===== config.mk =====
export PLATFORM = sky130hd
export DESIGN_NAME = div_recon_u27_u21_flat
export DESIGN_NICKNAME = d
export VERILOG_FILES = /design/src/rtl/div_u27_u21_pkg.sv /design/src/rtl/div_recon_u27_u21_if.sv /design/src/rtl/div_recon_datapath.sv /design/src/rtl/div_recon_u27_u21.sv /design/src/flat_wrapper.sv
export SDC_FILE = /design/constraint.sdc
export NUM_CORES = 1
export LEC_CHECK = 0
export ABC_AREA = 1
export BUFFER_PORTS_ARGS = -buffer_cell sky130_fd_sc_hd__buf_2
export CORE_MARGIN = 2
export CORE_UTILIZATION = 35
export CTS_CLUSTER_SIZE = 14
export DETAILED_ROUTE_END_ITERATION = 8
export SLEW_MARGIN = 20
export SYNTH_ARGS = -nofsm -noshare
export SYNTH_HDL_FRONTEND = slang
export SYNTH_HIERARCHICAL = 1
export SYNTH_SLANG_ARGS = --single-unit

===== constraint.sdc =====
create_clock -name clk -period 4.2 [get_ports clk]
set_input_delay 0.21 -clock clk [delete_from_list [all_inputs] [get_ports clk]]
set_output_delay 0.21 -clock clk [all_outputs]
set_load 0.005 [all_outputs]

===== src/rtl/div_u27_u21_pkg.sv =====
// ----------------------------------------------------------------------------
// div_u27_u21_pkg
// Shared constants and types for the u27/u21 divider family and its result
// reconstructor.
//   WIDTHN  quotient / numerator width
//   WIDTHD  denominator / remainder width (also the multiply iteration count)
//   ACC_W   reconstruction accumulator width (one spare bit above the sum)
//   CNT_W   width of the multiply iteration counter
//   state_t reconstructor FSM states
// Optional feature macro used by importers: DIV_RECON_CHECK_EN.
// ----------------------------------------------------------------------------
package div_u27_u21_pkg;

  localparam int WIDTHN = 27;
  localparam int WIDTHD = 21;
  localparam int ACC_W  = WIDTHN + WIDTHD + 1;
  localparam int CNT_W  = $clog2(WIDTHD);

  typedef enum logic [1:0] {
    IDLE = 2'd0,
    MUL  = 2'd1,
    ADD  = 2'd2,
    DONE = 2'd3
  } state_t;

endpackage


===== src/rtl/div_recon_u27_u21_if.sv =====
// ----------------------------------------------------------------------------
// div_recon_u27_u21_if
// Valid/ready operand and result bundle of the u27/u21 reconstructor.
//   master : producer of operands / consumer of results (upstream + downstream)
//   slave  : the reconstructor itself
// Operand side : in_valid, in_ready, quotient, denom, remain
// Result side  : out_valid, out_ready, numer, overflow, remain_err
// With DIV_RECON_CHECK_EN defined: numer_exp (operand), match, fail_sticky
// (results) are added.
// ----------------------------------------------------------------------------
interface div_recon_u27_u21_if;
  import div_u27_u21_pkg::*;

  logic              in_valid;
  logic              in_ready;
  logic [WIDTHN-1:0] quotient;
  logic [WIDTHD-1:0] denom;
  logic [WIDTHD-1:0] remain;
  logic              out_valid;
  logic              out_ready;
  logic [WIDTHN-1:0] numer;
  logic              overflow;
  logic              remain_err;
`ifdef DIV_RECON_CHECK_EN
  logic [WIDTHN-1:0] numer_exp;
  logic              match;
  logic              fail_sticky;

  modport master (
    output in_valid, quotient, denom, remain, numer_exp, out_ready,
    input  in_ready, out_valid, numer, overflow, remain_err, match, fail_sticky
  );
  modport slave (
    input  in_valid, quotient, denom, remain, numer_exp, out_ready,
    output in_ready, out_valid, numer, overflow, remain_err, match, fail_sticky
  );
`else
  modport master (
    output in_valid, quotient, denom, remain, out_ready,
    input  in_ready, out_valid, numer, overflow, remain_err
  );
  modport slave (
    input  in_valid, quotient, denom, remain, out_ready,
    output in_ready, out_valid, numer, overflow, remain_err
  );
`endif

endinterface


===== src/rtl/div_recon_datapath.sv =====
// ----------------------------------------------------------------------------
// div_recon_datapath
// Radix-2 shift-add reconstruction datapath: acc = quotient * denom, then
// numer = acc + remain with overflow / remainder-consistency flags.
// Ports:
//   clk, reset   clock, asynchronous active-high reset
//   start        load operands, clear accumulator and counter
//   mul_en       perform one multiply iteration (one denom bit, LSB first)
//   add_en       add remain and register numer / flags
//   quotient, denom, remain   operands
//   mul_last     current multiply iteration is the final one
//   numer, overflow, remain_err  registered results
// With DIV_RECON_CHECK_EN defined: numer_exp input, match and fail_sticky
// outputs (fail_sticky cleared only by reset).
// ----------------------------------------------------------------------------
module div_recon_datapath
  import div_u27_u21_pkg::*;
(
  input  logic              clk,
  input  logic              reset,
  input  logic              start,
  input  logic              mul_en,
  input  logic              add_en,
  input  logic [WIDTHN-1:0] quotient,
  input  logic [WIDTHD-1:0] denom,
  input  logic [WIDTHD-1:0] remain,
`ifdef DIV_RECON_CHECK_EN
  input  logic [WIDTHN-1:0] numer_exp,
  output logic              match,
  output logic              fail_sticky,
`endif
  output logic              mul_last,
  output logic [WIDTHN-1:0] numer,
  output logic              overflow,
  output logic              remain_err
);

  logic [WIDTHD-1:0] denom_q;    // kept whole for the remain_err compare
  logic [WIDTHD-1:0] remain_q;
  logic [WIDTHD-1:0] denom_sh;   // shifted right, bit 0 is the current bit
  logic [ACC_W-1:0]  mcand;      // quotient shifted left once per iteration
  logic [ACC_W-1:0]  acc;
  logic [CNT_W-1:0]  cnt;

  logic [ACC_W-1:0]  sum;
  logic              ovf_next;
  logic              rerr_next;

  // NOTE: operand registers carry no reset; they are always loaded on accept
  // before anything reads them, so a reset term would only add fan-out.
  always_ff @(posedge clk) begin
    if (start) begin
      denom_q  <= denom;
      remain_q <= remain;
    end
  end

  // NOTE: sequential state always uses non-blocking assignment so every
  // register samples pre-edge values regardless of statement order.
  always_ff @(posedge clk or posedge reset) begin
    if (reset) begin
      denom_sh <= '0;
      mcand    <= '0;
      acc      <= '0;
      cnt      <= '0;
    end else if (start) begin
      denom_sh <= denom;
      mcand    <= ACC_W'(quotient);
      acc      <= '0;
      cnt      <= '0;
    end else if (mul_en) begin
      if (denom_sh[0]) acc <= acc + mcand;
      denom_sh <= denom_sh >> 1;
      mcand    <= mcand << 1;
      cnt      <= cnt + 1'b1;
    end
  end

  assign mul_last = (cnt == CNT_W'(WIDTHD - 1));

  // NOTE: every always_comb output gets a default first so no path can
  // leave it unassigned and infer a latch.
  always_comb begin
    sum       = '0;
    ovf_next  = 1'b0;
    rerr_next = 1'b0;
    sum       = acc + ACC_W'(remain_q);
    ovf_next  = |sum[ACC_W-1:WIDTHN];
    rerr_next = (remain_q >= denom_q) || (denom_q == '0);
  end

  // Results only change in ADD, so they stay stable through DONE.
  always_ff @(posedge clk or posedge reset) begin
    if (reset) begin
      numer      <= '0;
      overflow   <= 1'b0;
      remain_err <= 1'b0;
    end else if (add_en) begin
      numer      <= sum[WIDTHN-1:0];
      overflow   <= ovf_next;
      remain_err <= rerr_next;
    end
  end

`ifdef DIV_RECON_CHECK_EN
  logic [WIDTHN-1:0] numer_exp_q;
  logic              match_next;

  always_ff @(posedge clk) begin
    if (start) numer_exp_q <= numer_exp;
  end

  assign match_next = (sum[WIDTHN-1:0] == numer_exp_q) && !ovf_next && !rerr_next;

  always_ff @(posedge clk or posedge reset) begin
    if (reset) begin
      match       <= 1'b0;
      fail_sticky <= 1'b0;
    end else if (add_en) begin
      match       <= match_next;
      fail_sticky <= fail_sticky | !match_next;
    end
  end
`endif

endmodule


===== src/rtl/div_recon_u27_u21.sv =====
// ----------------------------------------------------------------------------
// div_recon_u27_u21
// Rebuilds numer = quotient * denom + remain from div_u27_u21 results, one
// operation in flight, fixed latency of WIDTHD+1 clocks from accept to
// out_valid.
// Ports:
//   clk    clock
//   reset  asynchronous, active-high; aborts any operation in flight
//   bus    div_recon_u27_u21_if.slave (operand and result handshakes)
// Optional: DIV_RECON_CHECK_EN adds numer_exp / match / fail_sticky.
// ----------------------------------------------------------------------------
module div_recon_u27_u21
  import div_u27_u21_pkg::*;
(
  input  logic                  clk,
  input  logic                  reset,
  div_recon_u27_u21_if.slave    bus
);

  state_t state;
  logic   in_ready_q;
  logic   out_valid_q;
  logic   start;
  logic   mul_en;
  logic   add_en;
  logic   mul_last;

  assign start  = (state == IDLE) && bus.in_valid;
  assign mul_en = (state == MUL);
  assign add_en = (state == ADD);

  assign bus.in_ready  = in_ready_q;
  assign bus.out_valid = out_valid_q;

  // in_ready / out_valid are registered alongside the state so they track it
  // exactly without decoding glitches on the handshake wires.
  always_ff @(posedge clk or posedge reset) begin
    if (reset) begin
      state       <= IDLE;
      in_ready_q  <= 1'b1;
      out_valid_q <= 1'b0;
    end else begin
      case (state)
        IDLE: if (bus.in_valid) begin
          state      <= MUL;
          in_ready_q <= 1'b0;
        end
        MUL: if (mul_last) state <= ADD;
        ADD: begin
          state       <= DONE;
          out_valid_q <= 1'b1;
        end
        DONE: if (bus.out_ready) begin
          state       <= IDLE;
          out_valid_q <= 1'b0;
          in_ready_q  <= 1'b1;
        end
        default: begin
          state       <= IDLE;
          in_ready_q  <= 1'b1;
          out_valid_q <= 1'b0;
        end
      endcase
    end
  end

  div_recon_datapath u_datapath (
    .clk        (clk),
    .reset      (reset),
    .start      (start),
    .mul_en     (mul_en),
    .add_en     (add_en),
    .quotient   (bus.quotient),
    .denom      (bus.denom),
    .remain     (bus.remain),
`ifdef DIV_RECON_CHECK_EN
    .numer_exp  (bus.numer_exp),
    .match      (bus.match),
    .fail_sticky(bus.fail_sticky),
`endif
    .mul_last   (mul_last),
    .numer      (bus.numer),
    .overflow   (bus.overflow),
    .remain_err (bus.remain_err)
  );

endmodule


===== src/flat_wrapper.sv =====
// flat-port wrapper written by rule: the top's interface ports become plain ports
module div_recon_u27_u21_flat import div_u27_u21_pkg::*;
  (clk, reset, bus_in_valid, bus_quotient, bus_denom, bus_remain, bus_out_ready, bus_in_ready, bus_out_valid, bus_numer, bus_overflow, bus_remain_err);
  div_recon_u27_u21_if bus_i ();
  input  logic clk;
  input  logic reset;
  input wire logic [$bits(bus_i.in_valid)-1:0] bus_in_valid;
  input wire logic [$bits(bus_i.quotient)-1:0] bus_quotient;
  input wire logic [$bits(bus_i.denom)-1:0] bus_denom;
  input wire logic [$bits(bus_i.remain)-1:0] bus_remain;
  input wire logic [$bits(bus_i.out_ready)-1:0] bus_out_ready;
  output wire logic [$bits(bus_i.in_ready)-1:0] bus_in_ready;
  output wire logic [$bits(bus_i.out_valid)-1:0] bus_out_valid;
  output wire logic [$bits(bus_i.numer)-1:0] bus_numer;
  output wire logic [$bits(bus_i.overflow)-1:0] bus_overflow;
  output wire logic [$bits(bus_i.remain_err)-1:0] bus_remain_err;
  assign bus_i.in_valid = bus_in_valid;
  assign bus_i.quotient = bus_quotient;
  assign bus_i.denom = bus_denom;
  assign bus_i.remain = bus_remain;
  assign bus_i.out_ready = bus_out_ready;
  assign bus_in_ready = bus_i.in_ready;
  assign bus_out_valid = bus_i.out_valid;
  assign bus_numer = bus_i.numer;
  assign bus_overflow = bus_i.overflow;
  assign bus_remain_err = bus_i.remain_err;
  div_recon_u27_u21 u_core (.clk(clk), .reset(reset), .bus(bus_i));
endmodule

==> results of run 1 <==
[report_power, final]
| part | switching (W) | internal (W) | leakage [nW] | total, W |
|---|---|---|---|---|
| Sequential | 0.000589 | 0.00260 | 2.45 | 0.00319 |
| Clock | 0.000820 | 0.000812 | 0.275 | 0.00163 |
| Combinational | 0.00299 | 0.00154 | 5.36 | 0.00453 |
| Total | 0.00440 | 0.00496 | 8.08 | 0.00935 |
[sequential cells by signal, indices dropped and copies added (netlist names)]
register / cells
u_core/bus.out_valid: 1
u_core/u_datapath/numer: 27
u_core/state: 2
u_core/u_datapath/denom_q: 21
u_core/u_datapath/mcand: 49
u_core/u_datapath/remain_q: 21
u_core/u_datapath/overflow: 1
u_core/u_datapath/cnt: 5
u_core/u_datapath/acc: 49
u_core/u_datapath/denom_sh: 21
u_core/u_datapath/remain_err: 1
u_core/bus.in_ready: 1
[worst max-delay path: cells and delay by family (launching register included)]
kind	cells	cell delay (ns)
fa+ha+maj	1	0.75
simple gates	2	0.59
flops	1	0.43
compound gates	1	0.42
buf+inv	3	0.85
[layout make-up]
cell class	count	area share (%)
Clock buffer	20	2.75
Clock inverter	12	0.687
Inverter	313	7.11
Timing Repair Buffer	179	7.59
Antenna cell	1	0.0151
Sequential cell	199	31.3
Multi-Input combinational cell	1463	46.6
Tap cell	525	3.96
[stage by stage]
stage / instances / util [%]
floorplan: 2009 / -
global placement: 2615 / 38.5
detailed placement: 2615 / 38.5
CTS: 2711 / 41.5
global route: 2711 / 41.5
finish: 2712 / 41.6
[synth_stat cells, types with 17 or more instances]
cell type	n	area share [%]
inv_1	309	8.1
o21ai_0	122	4.3
edfxtp_1	42	8.9
a21oi_1	103	3.6
nand2_2	19	0.84
clkbuf_1	28	0.74
nor3_1	26	0.91
o221ai_1	21	1.3
xnor2_1	17	1.0
nand2_1	612	16
nand4_1	28	1.2
dfrtp_1	156	27
nor2_1	154	4.1
ha_1	98	8.6
nand3_1	105	3.7
o22ai_1	27	1.2
[layer usage]
layer,track usage [%],part of all wire (%),up-vias,wire length (microns)
li1,-,-,6918,-
met5,0,0,-,0
met2,35.7,44,420,20600
met3,3.33,5.8,47,2700
met1,32.7,48,6515,22600
met4,6.27,1.9,0,902
[layout by cell type, fill, tap and decap left out, types with 6 or more instances in the layout]
| cell | n |
|---|---|
| a31oi_1 | 8 |
| buf_2 | 103 |
| o31ai_1 | 7 |
| xnor2_1 | 17 |
| o211ai_1 | 8 |
| nor4_1 | 7 |
| o22ai_1 | 27 |
| dfrtp_1 | 156 |
| nand2_1 | 612 |
| buf_4 | 11 |
| o21bai_1 | 8 |
| inv_1 | 307 |
| dlygate4sd3_1 | 64 |
| a22oi_1 | 6 |
| nor3_1 | 26 |
| o21ai_0 | 122 |
| xor2_1 | 14 |
| nand4_1 | 28 |
| edfxtp_1 | 42 |
| clkbuf_16 | 17 |
| o221ai_1 | 21 |
| ha_1 | 98 |
| nor2_1 | 154 |
| a21oi_1 | 103 |
| nor2_2 | 14 |
| nand3_1 | 105 |
| nand2_2 | 19 |
[cell families (layout without fill, tap and decap cells)]
kind of cell | Yosys count | in the layout
AND/OR/NAND/NOR | 994 | 994
adder cells (fa/ha/maj) | 100 | 100
XOR/XNOR | 31 | 31
buffers and inverters | 347 | 524
AO/OA/AOI/OAI | 338 | 338
flip-flops | 199 | 199
other | 0 | 1
[final timing paths]
check / start / endpoint / slack, ns / cells past startpoint
setup / recovery: u_core/state[1]$_DFFE_PP0P_ / u_core/u_datapath/acc[7]$_DFFE_PP0P_ / 1.03 / 7
hold / removal: bus_quotient[4] / u_core/u_datapath/mcand[4]$_DFFE_PP0P_ / 0.02 / 3
setup reg to reg: u_core/state[1]$_DFFE_PP0P_ / u_core/u_datapath/acc[7]$_DFFE_PP0P_ / 1.03 / 7
hold reg to reg: u_core/u_datapath/overflow$_DFFE_PP0P_ / u_core/u_datapath/overflow$_DFFE_PP0P_ / 0.48 / 2
max in group asynchronous: reset / u_core/u_datapath/acc[34]$_DFFE_PP0P_ / 2.64 / 4
min in group asynchronous: reset / u_core/state[1]$_DFFE_PP0P_ / 0.24 / 3
==> out/metrics.cfg, run 1 <==
[timing]
fin_setup_tns_ns=0
tightest_slew_ns=1.11
fmax_mhz=315
setup_violations=0
min_period_ns=3.17
rsz0062_at_grt=false
fin_ws_ns=1.03
hold_viol=0
fin_skew_ns=0.0204
fin_hold_ws_ns=0.0224
finalCritPeriodShare_pct=75.6
slew_headroom_pct=25.6
final_max_slew_viol_count=0

[yosys]
synth_top_family_by_area=simple AND/OR/NAND/NOR gates
synth.area.mux_share_pct=0
syn-num-nets=2182
ys_types=53
ys.warnings.count=6
synthSimpleGateAreaFrac_pct=29.7
syn_area_per_cell_sq_um=7.08
synth-edff-count=42
syn_area_sq_um=14200
synthXorXnorAreaFrac_pct=1.91
ys.flop_type=dfrtp_1
synth_fa_ha_area_share_pct=8.90
syn_inst=2009
synth_compound_gate_area_share_pct=13.8
ys_async_sr_fraction_pct=78.9
ys_ff_latch=199
ys_seq_area_share_pct=36.5

[finish]
nFillCells=4091
syn_to_final_growth_pct=16.5
ff_latch_area_sq_um=5190
fin_nets=2346
layout-drive-gt1-share_pct=9.65
multi_input_area_sq_um=7720
design_area_sq_um=16600

[clock_network]
clk_latency_ns=0.46
cts_tree=done
root_buffer=clkbuf_16
postCtsHoldBufs=64
cts_sinks=199
path_clk_slew_ns=0.07
htreeDepth=4
cts_buffers=17
clockBufferDepth=2
cts_setup_buffers=0
post_cts_resized=0

[floorplan]
start_util_pct=35.7
io_pins=104
core_area_sq_um=39900
fp.dieH_microns=206
num_rows=73
die_w_microns=206
dieArea_sq_um=42300

[detailed_routing]
drcViolationCount=0
drt.antenna.violating_nets=0
wl_per_cell_microns=17.3
via_count=13900
wirelength_microns=46800
drt-pass1-iter-count=5
via_per_inst=5.13
drt_iter0_drc=1107

[status]
status=finished clean

[critical_path]
cp_slowest_cell=ha_1
worstSetupEndpointType=register
critPathRequiredTime_ns=4.54
cp_max_fo=31
cp_slowest_stage_delay_ns=0.75
cp-start-kind=register
worstSetupPathType=register to register
worst_ep_arrival_time_ns=3.51
crit_chain=inv_1 -> ha_1 -> nand2_1 -> nand2_1 -> buf_4 -> inv_1 -> a32o_1

[placement]
dp_slack_ns=1.04
hpwl_microns=37900
place.gp.congestion=0.968
port_buffers=103
placed_area_sq_um=15400

[global_route]
antenna_found_initial=0
grt_pass1_vias=13500
grt_overflow_total=0
grt_max_degree=75
grt_use_total_pct=22.8
grt_pass1_wl_microns=74000

[power_and_ir_drop]
vdd_ir_drop_max_mv=0.368
leakagePower_nw=8.08
total_power_w=0.00935
power_density_nw_per_um2=564

[hold_path]
hold_class=input pin to register

[run]
drv_cap=0

(Power assumes the default switching activity.)
==> run 2: changes to the inputs <==
- clock period: 4.2 -> 2.8 ns (I/O delays scaled with it)
==> out/metrics.cfg, run 2 (same netlist as run 1, synthesis figures left out) <==
[timing]
fmax_mhz=381  ; +21%
slew_headroom_pct=37.2  ; +12 points
fin_skew_ns=0.0140  ; -0.00634 ns
fin_setup_tns_ns=0  ; unchanged
rsz0062_at_grt=false
hold_viol=0  ; unchanged
min_period_ns=2.62  ; -0.551 ns
setup_violations=0  ; unchanged
final_max_slew_viol_count=0  ; unchanged
tightest_slew_ns=0.942  ; -0.172 ns
finalCritPeriodShare_pct=93.7  ; +18 points

[detailed_routing]
wl_per_cell_microns=17.5  ; +1.6%
top_layer=met4
via_count=14000  ; +0.87%
via_per_inst=5.08  ; -0.81%
wirelength_microns=48400  ; +3.3%
drt_iter0_drc=1223  ; +10%
wl_met2_microns=20800  ; +1.0%
wl_met3_microns=3330  ; +23%
wl_met1_microns=23300  ; +3.2%
drt.antenna.violating_nets=0  ; unchanged
drt-pass1-iter-count=6  ; +1
drcViolationCount=0  ; unchanged

[finish]
layout_common_cells=612 x nand2_1, 307 x inv_1, 155 x dfrtp_1
mostFrequentLayoutCell=nand2_1
syn_to_final_growth_pct=19.2
antennaDiodeCount=0  ; -1
largestRegisters=u_core/u_datapath/acc x49, u_core/u_datapath/mcand x49, u_core/u_datapath/numer x27
nFillCells=4072  ; -0.46%
layout-drive-gt1-share_pct=11.4  ; +1.8 points
fin_nets=2393  ; +2.0%

[placement]
port_buffers=103  ; unchanged
place.gp.congestion=1.02  ; +5.4%
hpwl_microns=38700  ; +2.3%

[power_and_ir_drop]
leakagePower_nw=8.32  ; +2.9%
total_power_w=0.0143  ; +53%
power_density_nw_per_um2=843  ; +49%
vdd_ir_drop_max_mv=0.513  ; +39%

[critical_path]
worst-path-buf-inv=0  ; -3
worst_ep_arrival_time_ns=2.95  ; -0.56 ns
cp_slowest_cell=dfrtp_1
worstSetupEndpointType=register
crit_family=simple AND/OR/NAND/NOR gates
timing.rr.end=u_core/u_datapath/acc[41]$_DFFE_PP0P_
timing.rr.start=u_core/u_datapath/acc[28]$_DFFE_PP0P_
cp_slowest_stage_delay_ns=0.49  ; -0.26 ns
critPathRequiredTime_ns=3.13  ; -1.41 ns
r2r_slack_ns=0.18  ; -0.85 ns
r2r_cells=10  ; +3
cp-start-kind=register
cp_max_fo=6  ; -81%
crit_chain=ha_1 -> nand2_1 -> nor2_1 -> nand2_1 -> nor4_2 -> nand3_1 -> nand3_1 -> a21oi_1 -> o21ai_0 -> o21ai_0
worstSetupPathType=register to register

[global_route]
antenna_found_initial=0  ; unchanged
grt_max_degree=154  ; +110%
grt_pass1_wl_microns=74400  ; +0.52%
grt_pass1_vias=13300  ; -1.7%
grt_overflow_total=0  ; unchanged
grt_use_total_pct=23.3  ; +0.50 points

[floorplan]
die_w_microns=206  ; unchanged
io_pins=104  ; unchanged
num_rows=73  ; unchanged
start_util_pct=35.7  ; unchanged
fp.dieH_microns=206  ; unchanged
dieArea_sq_um=42300  ; unchanged
core_area_sq_um=39900  ; unchanged

[hold_path]
holdPathEnd=u_core/bus.in_ready$_DFFE_PP1P_
hold_depth=5  ; +2
hp-start=bus_in_valid
hold_class=input pin to register

[clock_network]
path_clk_slew_ns=0.08  ; about the same
cts_tree=done
clockBufferDepth=2  ; unchanged
htreeDepth=4  ; unchanged
cts_sinks=199  ; unchanged
root_buffer=clkbuf_16
clk_latency_ns=0.46  ; about the same
cts_buffers=17  ; unchanged

[status]
status=finished clean

[run]
drv_cap=0  ; unchanged

run 2: changes by cell type in the layout (fill, tap and decap cells not counted), moves of 2 or more:
| cell | before | now |
|---|---|---|
| buf_4 | 11 | 51 |
| dlygate4sd3_1 | 64 | 71 |
| inv_6 | 1 | 4 |
| clkbuf_8 | 2 | 0 |
| clkinv_4 | 4 | 2 |
| nor4_1 | 7 | 5 |
| nor4_2 | 0 | 2 |
run 2: worst max path at each step:
stage	end	startpoint	cells past startpoint	slack [ns]
final	u_core/u_datapath/acc[41]$_DFFE_PP0P_	u_core/u_datapath/acc[28]$_DFFE_PP0P_	10	0.18
after global routing	u_core/u_datapath/overflow$_DFFE_PP0P_	u_core/u_datapath/remain_q[20]$_DFFE_PP_	15	0.008
after CTS	u_core/u_datapath/acc[41]$_DFFE_PP0P_	u_core/u_datapath/acc[28]$_DFFE_PP0P_	10	0.01
after detailed placement	u_core/u_datapath/acc[41]$_DFFE_PP0P_	u_core/u_datapath/acc[28]$_DFFE_PP0P_	10	0.03
after global placement	u_core/u_datapath/acc[41]$_DFFE_PP0P_	u_core/u_datapath/acc[28]$_DFFE_PP0P_	10	0.05
after floorplan	u_core/u_datapath/mcand[28]$_DFFE_PP0P_	u_core/state[0]$_DFFE_PP0P_	10	0.10
run 2: report_power, final:
group / internal, W / switching [W]
Combinational: 0.00246 / 0.00470
Clock: 0.00118 / 0.00127
Sequential: 0.00391 / 0.000779
Total: 0.00755 / 0.00675
run 2: per-layer routing:
metal	GRT usage (%)	up-vias
met5	0	-
met4	5.65	0
met3	4.53	53
met2	35.8	450
met1	33.6	6527
li1	-	6991
run 2: repair_timing:
| item | CTS | global route |
|---|---|---|
| endpoints found under the hold margin | 126 | 0 |
| setup buffers | 0 | 0 |
| gates resized for setup | 0 | 5 |
| hold buffers | 71 | 0 |
| setup endpoints to repair | 0 | 4 |
run 2: worst register-to-register path, delay by kind of cell (launching register included):
family,cells,cell delay [ns]
compound gates,3,0.34
fa+ha+maj,1,0.44
flops,1,0.49
simple gates,6,1.24
run 2: metrics by stage:
step                setup WS (ns)  util, %  std cells  cell area (sq um)  hold WS [ns]
global placement           0.0464     39.3       2655              15700        0.0530
global route              0.00772     42.5       2758              17000        0.0961
finish                      0.177     42.5       2758              17000        0.0723
detailed placement         0.0258     39.3       2655              15700        0.0547
floorplan                   0.103        -       2009              14200       -0.0946
CTS                        0.0146     42.5       2758              16900        0.0366
run 2: layout make-up:
cell class                 instances  area [sq um]  share of cell area, %
inverter                         313          1180                   6.97
sequential                       199          5190                   30.6
tap                              525           657                   3.87
clock buffer                      17           425                   2.51
timing repair buffer             226          1630                   9.60
multi-input combinational       1463          7740                   45.6
clock inverter                    15           138                  0.811
